<file path="config.mk">
export PLATFORM = sky130hd
export DESIGN_NAME = conv_window_scheduler
export DESIGN_NICKNAME = d
export VERILOG_FILES = /design/src/rtl/conv_window_scheduler.sv
export SDC_FILE = /design/constraint.sdc
export NUM_CORES = 1
export LEC_CHECK = 0
export CAP_MARGIN = 0
export CORE_ASPECT_RATIO = 1.75
export CORE_UTILIZATION = 40
export CTS_BUF_LIST = sky130_fd_sc_hd__clkbuf_8
export CTS_CLUSTER_DIAMETER = 100
export DETAILED_ROUTE_END_ITERATION = 10
export GPL_ROUTABILITY_DRIVEN = 0
export PLACE_DENSITY = 0.74
export SYNTH_ARGS = -nofsm -noshare
export SYNTH_HDL_FRONTEND = slang
export SYNTH_SLANG_ARGS = --single-unit
</file>
<file path="constraint.sdc">
create_clock -name clk -period 1.7 [get_ports clk]
set_input_delay 0.425 -clock clk [delete_from_list [all_inputs] [get_ports clk]]
set_output_delay 0.425 -clock clk [all_outputs]
set_load 0.01 [all_outputs]
</file>
<file path="src/rtl/conv_window_scheduler.sv">
// conv_window_scheduler: raster-order sequencer driving one convUnit across an input feature map
module conv_window_scheduler #(
  parameter int data_width = 16,
  parameter int image_length = 5,
  parameter int image_width = 5,
  parameter int weight_length = 3,
  parameter int weight_width = 3,
  parameter int stride = 1,
  parameter int max_wait = 64,
  localparam int out_length = (image_length - weight_length) / stride + 1,
  localparam int out_width = (image_width - weight_width) / stride + 1,
  localparam int n_out = out_length * out_width,
  localparam int rw = image_length > 1 ? $clog2(image_length) : 1,
  localparam int cw = image_width > 1 ? $clog2(image_width) : 1,
  localparam int aw = n_out > 1 ? $clog2(n_out) : 1
) (
  input  logic                  clk,
  input  logic                  reset,
  input  logic                  start,
  output logic                  busy,
  output logic                  done,
  output logic                  timeout,
  output logic                  win_req,
  output logic [rw-1:0]         win_row,
  output logic [cw-1:0]         win_col,
  output logic                  conv_en,
  input  logic                  cu_out_valid,
  input  logic [data_width-1:0] cu_result,
  output logic                  out_valid,
  output logic [aw-1:0]         out_addr,
  output logic [data_width-1:0] out_data
);
  localparam int orw = out_length > 1 ? $clog2(out_length) : 1;
  localparam int ocw = out_width > 1 ? $clog2(out_width) : 1;
  localparam int ww = max_wait > 1 ? $clog2(max_wait) : 1;
  localparam logic [rw-1:0] row_step = rw'(stride);
  localparam logic [cw-1:0] col_step = cw'(stride);
  typedef enum logic [2:0] {IDLE, LOAD, RUN, WRITE, DONE} state_t;
  state_t state;
  logic [orw-1:0] out_row;
  logic [ocw-1:0] out_col;
  logic [aw-1:0] addr_cnt;
  logic [ww-1:0] wait_cnt;
  logic row_end, layer_end;
  assign row_end = out_col == ocw'(out_width - 1);
  assign layer_end = row_end && out_row == orw'(out_length - 1);
  always_ff @(posedge clk or posedge reset) begin
    if (reset) begin
      state <= IDLE;
      busy <= 1'b0;
      done <= 1'b0;
      timeout <= 1'b0;
      win_req <= 1'b0;
      win_row <= '0;
      win_col <= '0;
      conv_en <= 1'b0;
      out_valid <= 1'b0;
      out_addr <= '0;
      out_data <= '0;
      out_row <= '0;
      out_col <= '0;
      addr_cnt <= '0;
      wait_cnt <= '0;
    end else begin
      win_req <= 1'b0;
      out_valid <= 1'b0;
      done <= 1'b0;
      case (state)
        IDLE: begin
          out_row <= '0;
          out_col <= '0;
          addr_cnt <= '0;
          wait_cnt <= '0;
          if (start) begin
            state <= LOAD;
            busy <= 1'b1;
            timeout <= 1'b0;
            win_req <= 1'b1;
            win_row <= '0;
            win_col <= '0;
          end
        end
        LOAD: begin
          state <= RUN;
          conv_en <= 1'b1;
        end
        RUN: begin
          if (cu_out_valid) begin
            state <= WRITE;
            conv_en <= 1'b0;
            out_valid <= 1'b1;
            out_addr <= addr_cnt;
            out_data <= cu_result;
          end else if (wait_cnt == ww'(max_wait - 1)) begin
            state <= DONE;
            conv_en <= 1'b0;
            timeout <= 1'b1;
            done <= 1'b1;
          end else begin
            wait_cnt <= wait_cnt + ww'(1);
          end
        end
        WRITE: begin
          if (layer_end) begin
            state <= DONE;
            done <= 1'b1;
          end else begin
            state <= LOAD;
            win_req <= 1'b1;
            out_col <= row_end ? '0 : out_col + ocw'(1);
            out_row <= row_end ? out_row + orw'(1) : out_row;
            win_col <= row_end ? '0 : win_col + col_step;
            win_row <= row_end ? win_row + row_step : win_row;
            addr_cnt <= addr_cnt + aw'(1);
            wait_cnt <= '0;
          end
        end
        DONE: begin
          state <= IDLE;
          busy <= 1'b0;
        end
        default: state <= IDLE;
      endcase
    end
  end
endmodule
</file>
==> summary.md <==
| Metric | Value |
|---|---|
| Outcome | `finished clean` |
| Vias in the first global route | `between 1500 and 2000` |
| Root Driver | `clkbuf_8` |
| Clk_lat worst skew | `~0.30 ns` |
| Worst-margin pin slew | `around 0.61 ns` |
| Place WS | `-0.190 ns` |
| H-tree levels | `2` |
| Max Cap Violations | `0` |
| DIE AREA | `approximately 6200 sq um` |
| Slew headroom | `a little under 60%` |
| Sequential area share after synthesis | `between 50% and 60%` |
| Maximum fanout along the worst path | `3` |
| Sw power | `roughly 1.8 mW` |
| Critical path class | `flip-flop to output pin` |
| Met1 GRT Util | `between 10% and 20%` |
| Core ar. | `approximately 5600 sq um` |
| Routed wire length | `5230 um` |
| Initial Util | `between 40% and 50%` |
| Mapped cell area | `about 2300 sq um` |
| Die height | `around 100 um` |
| Sequential share of power | `a little over a third` |
| Post-synthesis mux area share | `about an eighth` |
| Clock slew at reported path FFs | `0.09 ns` |
| CTS Sinks | `49` |
| Grt total ovfl | `0` |
| CP cell instances | `clkdlybuf4s50_1` |
| Syn Inst Count | `222` |
| Combinational share of power | `about 51%` |
| Crit start category | `flip-flop` |
| Via count | `about 2000` |
| Final setup fails | `0` |
| Cell taking the most area after synthesis | `dfrtp_1` |
| Tcrit/Tclk final | `around 100%` |
| All-Layer GR Usage | `between 10% and 20%` |
| Max Freq | `between 0.6 and 0.7 GHz` |
| Switching Share | `a little over a third` |
| Antenna Violating Nets Remaining | `0` |
| Max VDD drop | `between 0.0007 and 0.0008 V` |
| Worst-case clock skew | `approximately 0.0046 ns` |
| EDFF count, synth | `0` |
| CTS tree | `yes` |
| Hpwl dp | `between 3000 and 4000 um` |
| Drt pass-1 iters | `4` |
| Area Growth Syn to Fin | `40.3%` |
| Syn_nets | `between 200 and 250` |
| Post-Place Cells | `roughly 370` |
| Final hold vios | `0` |
| Max-slew violation count | `0` |
| Lkg Pwr | `around 1.4 nW` |
| XOR/XNOR Fraction of Synth Area | `0%` |
| Yosys warns | `0` |
| RSZ-0062 raised after global routing | `true` |
| Area contributors post-synth | `dfrtp_1 (52%), mux2_2 (9.6%), nor2_1 (3.0%)` |
| Complex-gate fraction of the synthesized area | `roughly 16%` |
| First-pass GRT wire length | `8470 um` |
| CP Data Arrival Time | `approximately 1.2 ns` |
| Hold_buf cts | `0` |
| Avg Cell Area, Syn | `10.5 sq um` |
| Clock share of power | `roughly 13%` |
| Synth unique cells | `44` |
| Busiest grt layer | `met2` |
| CTS Buffer Depth | `2` |
| Setup TNS | `0 ns` |
| Async SR Flop Fraction | `100%` |
| CP max stage delay | `around 0.55 ns` |
| Initial antenna violation count | `0` |
| Main combinational cell family by area after synthesis | `compound AO/OA/AOI/OAI gates` |
| Post-route minimum period | `approximately 1.7 ns` |
| Drt wl/cell | `13.9 um` |
| HP Class | `input port to async pin` |
| # diodes | `0` |
| Die Width | `around 60 um` |
| Final cell count without fillers | `roughly 380` |
| Adder-cell share of the synthesized area | `2.67%` |
| Int Pwr | `around 3.2 mW` |
| #FFs+latches synth | `slightly below 50` |
| Final worst slack | `about 0.035 ns` |
| Delay-heaviest family, CP | `buffers and inverters` |
| Residual DRC count | `0` |
| # fillers | `approximately 500` |
| Number of buffers and inverters on the critical path | `1` |
| Rows | `36` |
| Port Buffers | `51` |
| Slowest-stage cell, CP | `clkdlybuf4s50_1` |
| Worst Setup End Kind | `output pin` |
| Total CTS buffers | `5` |
| GRT met2 Usage | `between 30% and 40%` |
| Pwr Density | `about 1500 nW/um^2` |
| Ports | `52` |
| Final net count | `~320` |
| Met3 Resource Use GR | `under 10%` |
| Largest net degree at the start of global routing | `50` |
| Share of post-route cells with drive strength above 1 | `23.7%` |
| Top-count cell post-synth | `dfrtp_1` |
| Top_reg_cell synth | `dfrtp_1` |
| Final worst hold slack | `0.479 ns` |
| Simple-gate share of the synthesized area | `12.8%` |
| Synth top area share | `approximately 52%` |
| Vias per cell | `5.22` |
| Synth top cells by count | `dfrtp_1 (49), mux2_2 (20), nor2_1 (19)` |
| Crit path required time | `1.27 ns` |
| 1st-iter DRT viols | `just under 50` |
tightest hold or removal path, cell delays in order:
cell,delay [ns]
clkdlybuf4s50_1,0.41
inv_2,0.08
buf_12,0.25
cell usage in the layout (no fill, tap or decap), types with 4 or more instances in the layout:
cell type and n:
a21oi_1 9, clkbuf_8 5, nand3_1 9, o22ai_1 4
ha_1 4, nand2_1 11, buf_4 26, dfrtp_1 49
inv_1 14, mux2i_1 4, clkdlybuf4s50_1 49, nor2_1 19
a31oi_1 6, mux2_2 20, o21ai_0 13
area by class of cell:
cell class | count | area (sq um) | area share, %
multi-input cells | 148 | 1070 | 32.5
flip-flops and latches | 49 | 1230 | 37.3
repair buffers | 79 | 751 | 22.9
well taps | 76 | 95.1 | 2.90
inverters | 15 | 56.3 | 1.71
clock buffers | 5 | 68.8 | 2.10
clock inverters | 3 | 18.8 | 0.571
kinds of logic after synthesis:
kind of cell	after synthesis
simple gates	61
compound gates	56
flops	49
mux	26
buf+inv	25
fa+ha+maj	5
path summary, 6_finish.rpt:
check                      cells past startpoint  slack [ns]                    from                       end
hold reg to reg                                1        0.48  win_col[2]$_DFFE_PP0P_    win_col[2]$_DFFE_PP0P_
hold / removal                                 3        0.48                   reset  out_data[13]$_DFFE_PP0P_
max in group asynchronous                      3        1.00                   reset    win_row[2]$_DFFE_PP0P_
setup reg to reg                               6        0.06  out_row[0]$_DFFE_PP0P_    win_row[0]$_DFFE_PP0P_
min in group clk                               1        0.48  win_col[2]$_DFFE_PP0P_    win_col[2]$_DFFE_PP0P_
setup / recovery                               1        0.03  win_row[1]$_DFFE_PP0P_                win_row[1]
stage by stage:
stage	power [mW]	cell area (sq um)	utilization (%)
2_1_floorplan	3.06	2350	-
3_3_place_gp	4.13	3140	56.1
3_5_place_dp	4.22	3140	56.1
4_1_cts	4.90	3240	57.9
5_1_grt	5.29	3280	58.8
6_report	4.95	3280	58.8
power by group through the flow:
stage	Combinational, mW	Clock [mW]	Sequential [mW]
2_1_floorplan	1.16	0	1.90
3_3_place_gp	2.35	0	1.78
3_5_place_dp	2.41	0	1.81
4_1_cts	2.43	0.693	1.78
5_1_grt	2.73	0.733	1.83
6_report	2.51	0.665	1.78
sequential cells by signal (all words and copies together) (netlist names):
name and count:
addr_cnt 4, conv_en 1, state 3, timeout 1, out_addr 4, out_valid 1, win_col 3, win_req 1
wait_cnt 6, out_col 2, out_row 2, win_row 3, done 1, out_data 16, busy 1
timing repair:
| action | 4_1_cts | 5_1_grt |
|---|---|---|
| setup buffers | 1 | 0 |
| gates cloned | 0 | 0 |
| pin swaps | 0 | 1 |
| setup endpoints to repair | 4 | 36 |
| resized for setup | 1 | 14 |
layer usage:
metal  vias up  share of wire [%]
met5         -                  0
met4         0                1.9
met3         9                3.6
met2        46                 57
met1       963                 38
li1        941                  -
(Power assumes the default switching activity.)
==> patch 1, RTL diff (same settings) <==
Change the parameter `image_length` from 5 to 6.
--- a/src/rtl/conv_window_scheduler.sv
+++ b/src/rtl/conv_window_scheduler.sv
@@ -1,7 +1,7 @@
 // conv_window_scheduler: raster-order sequencer driving one convUnit across an input feature map
 module conv_window_scheduler #(
   parameter int data_width = 16,
-  parameter int image_length = 5,
+  parameter int image_length = 6,
   parameter int image_width = 5,
   parameter int weight_length = 3,
   parameter int weight_width = 3,
Function: no difference found for any inputs over 10 cycles, from zero or initial values and one cycle with reset high; that may be too few to reach the edited logic, so the function may still have changed.
==> patch 1 against the original RTL <==
- power up 5.0%
- sequential cell count unchanged
- die area up 1.3%
- register-to-register slack better by 50 ps
- setup slack worse by 4.3 ps
- area after synthesis up 1.3%
- wire length down 4.5%
- hold slack better by 6.7 ps
- design area down 2.1%
- largest cell class unchanged
==> patch 1: results <==
metrics = {
    "power_and_ir_drop": {
        "p_leak_nw": 1.50,
        "ir_drop_v": 0.000617,
    },
    "place": {
        "dp_hpwl_microns": 3640,
        "place_inst": 329,
    },
    "drt": {
        "vias": 1743,
        "drt_iter0_markers": 64,
        "totalWireLength_microns": 4990,
        "vias_per_cell": 5.14,
    },
    "clocking": {
        "cts.clk_slew.worst_paths_ps": 90,
        "clkLatencyLatePin_ps": 300,
    },
    "synthesis": {
        "synth-xor-area-share": 0.00739,
        "ys_top_cells_by_count": "dfrtp_1 (49), mux2_4 (19), o21ai_1 (12), nor2_1 (10)",
        "synthAdderAreaFrac": 0.0264,
        "syn_nets": 215,
        "synth_compound_area_frac": 0.132,
        "ys_top_cells_by_area": "dfrtp_1 (52%), mux2_4 (12%), ha_1 (2.6%), o21ai_1 (2.5%), a21oi_1 (1.7%)",
        "synth.area.mux_share": 0.143,
        "synth-seq-area-share": 0.517,
        "synth.distinct_cells": 51,
        "syn_area_sq_um": 2370,
    },
    "setup_path": {
        "crit_path_max_incr_delay_ps": 580,
        "crit_fanout": 2,
    },
    "grt": {
        "track_usage": 0.175,
        "grt_pass1_vias": 1819,
        "grt_pass1_wl_microns": 8360,
    },
    "timing": {
        "relSlewSlack": 0.756,
        "skew_ps": 3.82,
    },
    "run_status": {
        "status": "finished clean",
    },
    "cells_and_area": {
        "final_nets": 287,
    },
}
patch 1: cell count changes in the layout (fill, tap and decap cells not counted), sizes merged, moves of 3 or more:
cell	before	now
inv	16	9
nor2	19	10
a2111oi	3	0
buf	28	22
nand2	11	8
patch 1: path summary, 6_finish.rpt:
path | start | depth (start not counted) | slack [ps] | to
setup reg to reg | out_row[0] | 6 | 110 | wait_cnt[1]
hold reg to reg | win_col[2] | 1 | 490 | win_col[2]
hold / removal | reset | 3 | 490 | out_addr[2]
max in group asynchronous | reset | 3 | 980 | state[2]
min in group clk | win_col[2] | 1 | 490 | win_col[2]
setup / recovery | out_data[9] | 1 | 30 | out_data[9]
patch 1: per-layer routing:
metal | wire length (microns) | share of wire | global-route usage
met2 | 2710 | 0.54 | 0.294
met4 | 148 | 0.030 | 0.0963
met3 | 133 | 0.027 | 0.0311
met5 | 0 | 0 | 0
met1 | 2000 | 0.40 | 0.200
patch 1: cells by family after synthesis:
group / count (synthesis)
mux: 24
flops: 49
simple gates: 49
fa+ha+maj: 5
xor+xnor: 2
compound gates: 44
buf+inv: 17
patch 1: cell type report:
class | count | area [sq um] | share of cell area
clock buffers | 6 | 82.6 | 0.0257
clock inverters | 2 | 37.5 | 0.0117
inverters | 9 | 33.8 | 0.0105
multi-input cells | 124 | 1030 | 0.321
flip-flops and latches | 49 | 1230 | 0.382
well taps | 76 | 95.1 | 0.0296
repair buffers | 73 | 708 | 0.220
patch 1: through the flow:
step                      setup slack (ps)  cell area, sq um
after CTS                             17.3              3200
after detailed placement              -226              3070
after global placement                -182              3070
after global routing                 -6.49              3220
after floorplan                        102              2370
final                                 30.4              3220
patch 1: where the power goes:
group          internal (W)  switching (W)  total (W)
logic               0.00145        0.00102    0.00246
registers           0.00155       0.000311    0.00187
clock network      0.000479       0.000391   0.000870
patch 1: what timing repair did:
action	in CTS	in global routing
buffers inserted	1	1
resized for setup	0	5
endpoints found under the setup margin	1	12
hold buffers	0	0
==> patch 2, RTL diff (same flow settings) <==
Without the edit above. The 5 states of `state_t` get a one-hot encoding in 5 bits.
--- a/src/rtl/conv_window_scheduler.sv
+++ b/src/rtl/conv_window_scheduler.sv
@@ -35,7 +35,7 @@
   localparam int ww = max_wait > 1 ? $clog2(max_wait) : 1;
   localparam logic [rw-1:0] row_step = rw'(stride);
   localparam logic [cw-1:0] col_step = cw'(stride);
-  typedef enum logic [2:0] {IDLE, LOAD, RUN, WRITE, DONE} state_t;
+  typedef enum logic [4:0] {IDLE = 5'b00001, LOAD = 5'b00010, RUN = 5'b00100, WRITE = 5'b01000, DONE = 5'b10000} state_t;
   state_t state;
   logic [orw-1:0] out_row;
   logic [ocw-1:0] out_col;
Formal check against the unedited RTL: same outputs for any inputs over 10 cycles, from zero or initial values and one cycle with reset high; not proved beyond that.
==> patch 2 against the original RTL <==
- the run now ends with setup timing left
- wire length is 4.4% higher
- via count fell by 1.3%
- clock skew grew 4.0 ps
- setup slack lost 130 ps
- sequential cell count rose by 2
- power fell by 23%
- area after synthesis up 0.43%
- critical endpoint is now win_row[1]
- design area rose by 3.7%
- die area increased by 0.42%
==> patch 2: results <==
metrics = {
    "cells_and_area": {
        "final_nets": 320,
        "drive_above_1_share": 0.297,
        "top_regs": "out_data (16), wait_cnt (6), state (5)",
    },
    "timing": {
        "setup_viol": 5,
        "skew_ps": 8.59,
        "setup_slack_ps": -92.8,
        "hold_ws_ps": 473,
        "worst_pin_slew_ps": 327,
        "setup-tns-final_ps": -199,
    },
    "place": {
        "place_inst": 358,
        "dp_hpwl_microns": 4020,
    },
    "grt": {
        "track_usage": 0.183,
        "grt_max_degree": 27,
    },
    "power_and_ir_drop": {
        "ir_drop_v": 0.000635,
        "p_leak_nw": 1.52,
        "p_int_w": 0.00263,
    },
    "run_status": {
        "violations": "setup timing",
        "status": "finished, violations left",
    },
    "setup_path": {
        "cp_slowest_cell": "or4b_4",
        "cp-endpoint": "win_row[1]",
        "r2r_end": "win_row[1]",
        "arrival_ps": 1990,
    },
    "synthesis": {
        "ys_top_cells_by_count": "dfrtp_1 (50), mux2_2 (20), nand3_1 (17), nand2_1 (15), o21ai_0 (11)",
        "synth.distinct_cells": 45,
        "synth-seq-area-share": 0.543,
    },
    "drt": {
        "wl_per_cell_microns": 14.7,
    },
}
[patch 2: area by class of cell]
cell class | instances | area [sq um] | share of cell area
Clock buffer | 5 | 68.8 | 0.0202
Clock inverter | 3 | 47.5 | 0.0140
Inverter | 11 | 48.8 | 0.0143
Multi-Input combinational cell | 141 | 1090 | 0.321
Sequential cell | 51 | 1280 | 0.375
Tap cell | 76 | 95.1 | 0.0279
Timing Repair Buffer | 84 | 769 | 0.226
Timing Repair inverter | 1 | 6.26 | 0.00184
[patch 2: repair_timing]
item / in CTS / in global routing
setup endpoints to repair: 15 / 42
gates cloned: 0 / 1
gates resized for setup: 11 / 21
pin swaps: 5 / 7
setup buffers: 2 / 3
[patch 2: power groups by stage]
stage,registers (W),logic [W],clock network (W)
3_3_place_gp,0.00156,0.00130,0
5_1_grt,0.00158,0.00152,0.000947
6_report,0.00155,0.00140,0.000877
2_1_floorplan,0.00167,0.000573,0
3_5_place_dp,0.00158,0.00132,0
4_1_cts,0.00155,0.00136,0.000900
[patch 2: cells by family (layout without fill, tap and decap cells)]
logic type / after synthesis / after routing / synth area share
AO/OA/AOI/OAI: 44 / 44 / 0.126
XOR/XNOR: 2 / 2 / 0.00745
adder cells (fa/ha/maj): 5 / 5 / 0.0266
buffers and inverters: 20 / 104 / 0.0373
flip-flops: 51 / 51 / 0.543
multiplexers: 22 / 22 / 0.104
AND/OR/NAND/NOR: 68 / 68 / 0.155
[patch 2: worst min-delay path by stage]
stage / from / endpoint
floorplan: wait_cnt[0] / wait_cnt[0]
global placement: out_data[9] / out_data[9]
detailed placement: out_data[12] / out_data[12]
CTS: reset / out_data[15]
global route: reset / out_data[6]
finish: reset / addr_cnt[1]
[patch 2: per-stage QoR]
| stage | worst slack [ps] | util |
|---|---|---|
| after floorplan | -331 | - |
| after global placement | -183 | 0.555 |
| after detailed placement | -202 | 0.555 |
| after CTS | -92.8 | 0.587 |
| after global routing | -131 | 0.605 |
| final | -92.8 | 0.605 |
[patch 2: layer usage]
metal,up-vias,GRT usage,share of wire
li1,934,-,-
met1,930,0.206,0.39
met2,51,0.331,0.55
met3,18,0.0249,0.025
met4,0,0.0859,0.035
met5,-,0,0
[patch 2: worst min-delay path: cells and delay by family]
| family | cells | cell delay (ps) |
|---|---|---|
| buffers and inverters | 3 | 760 |
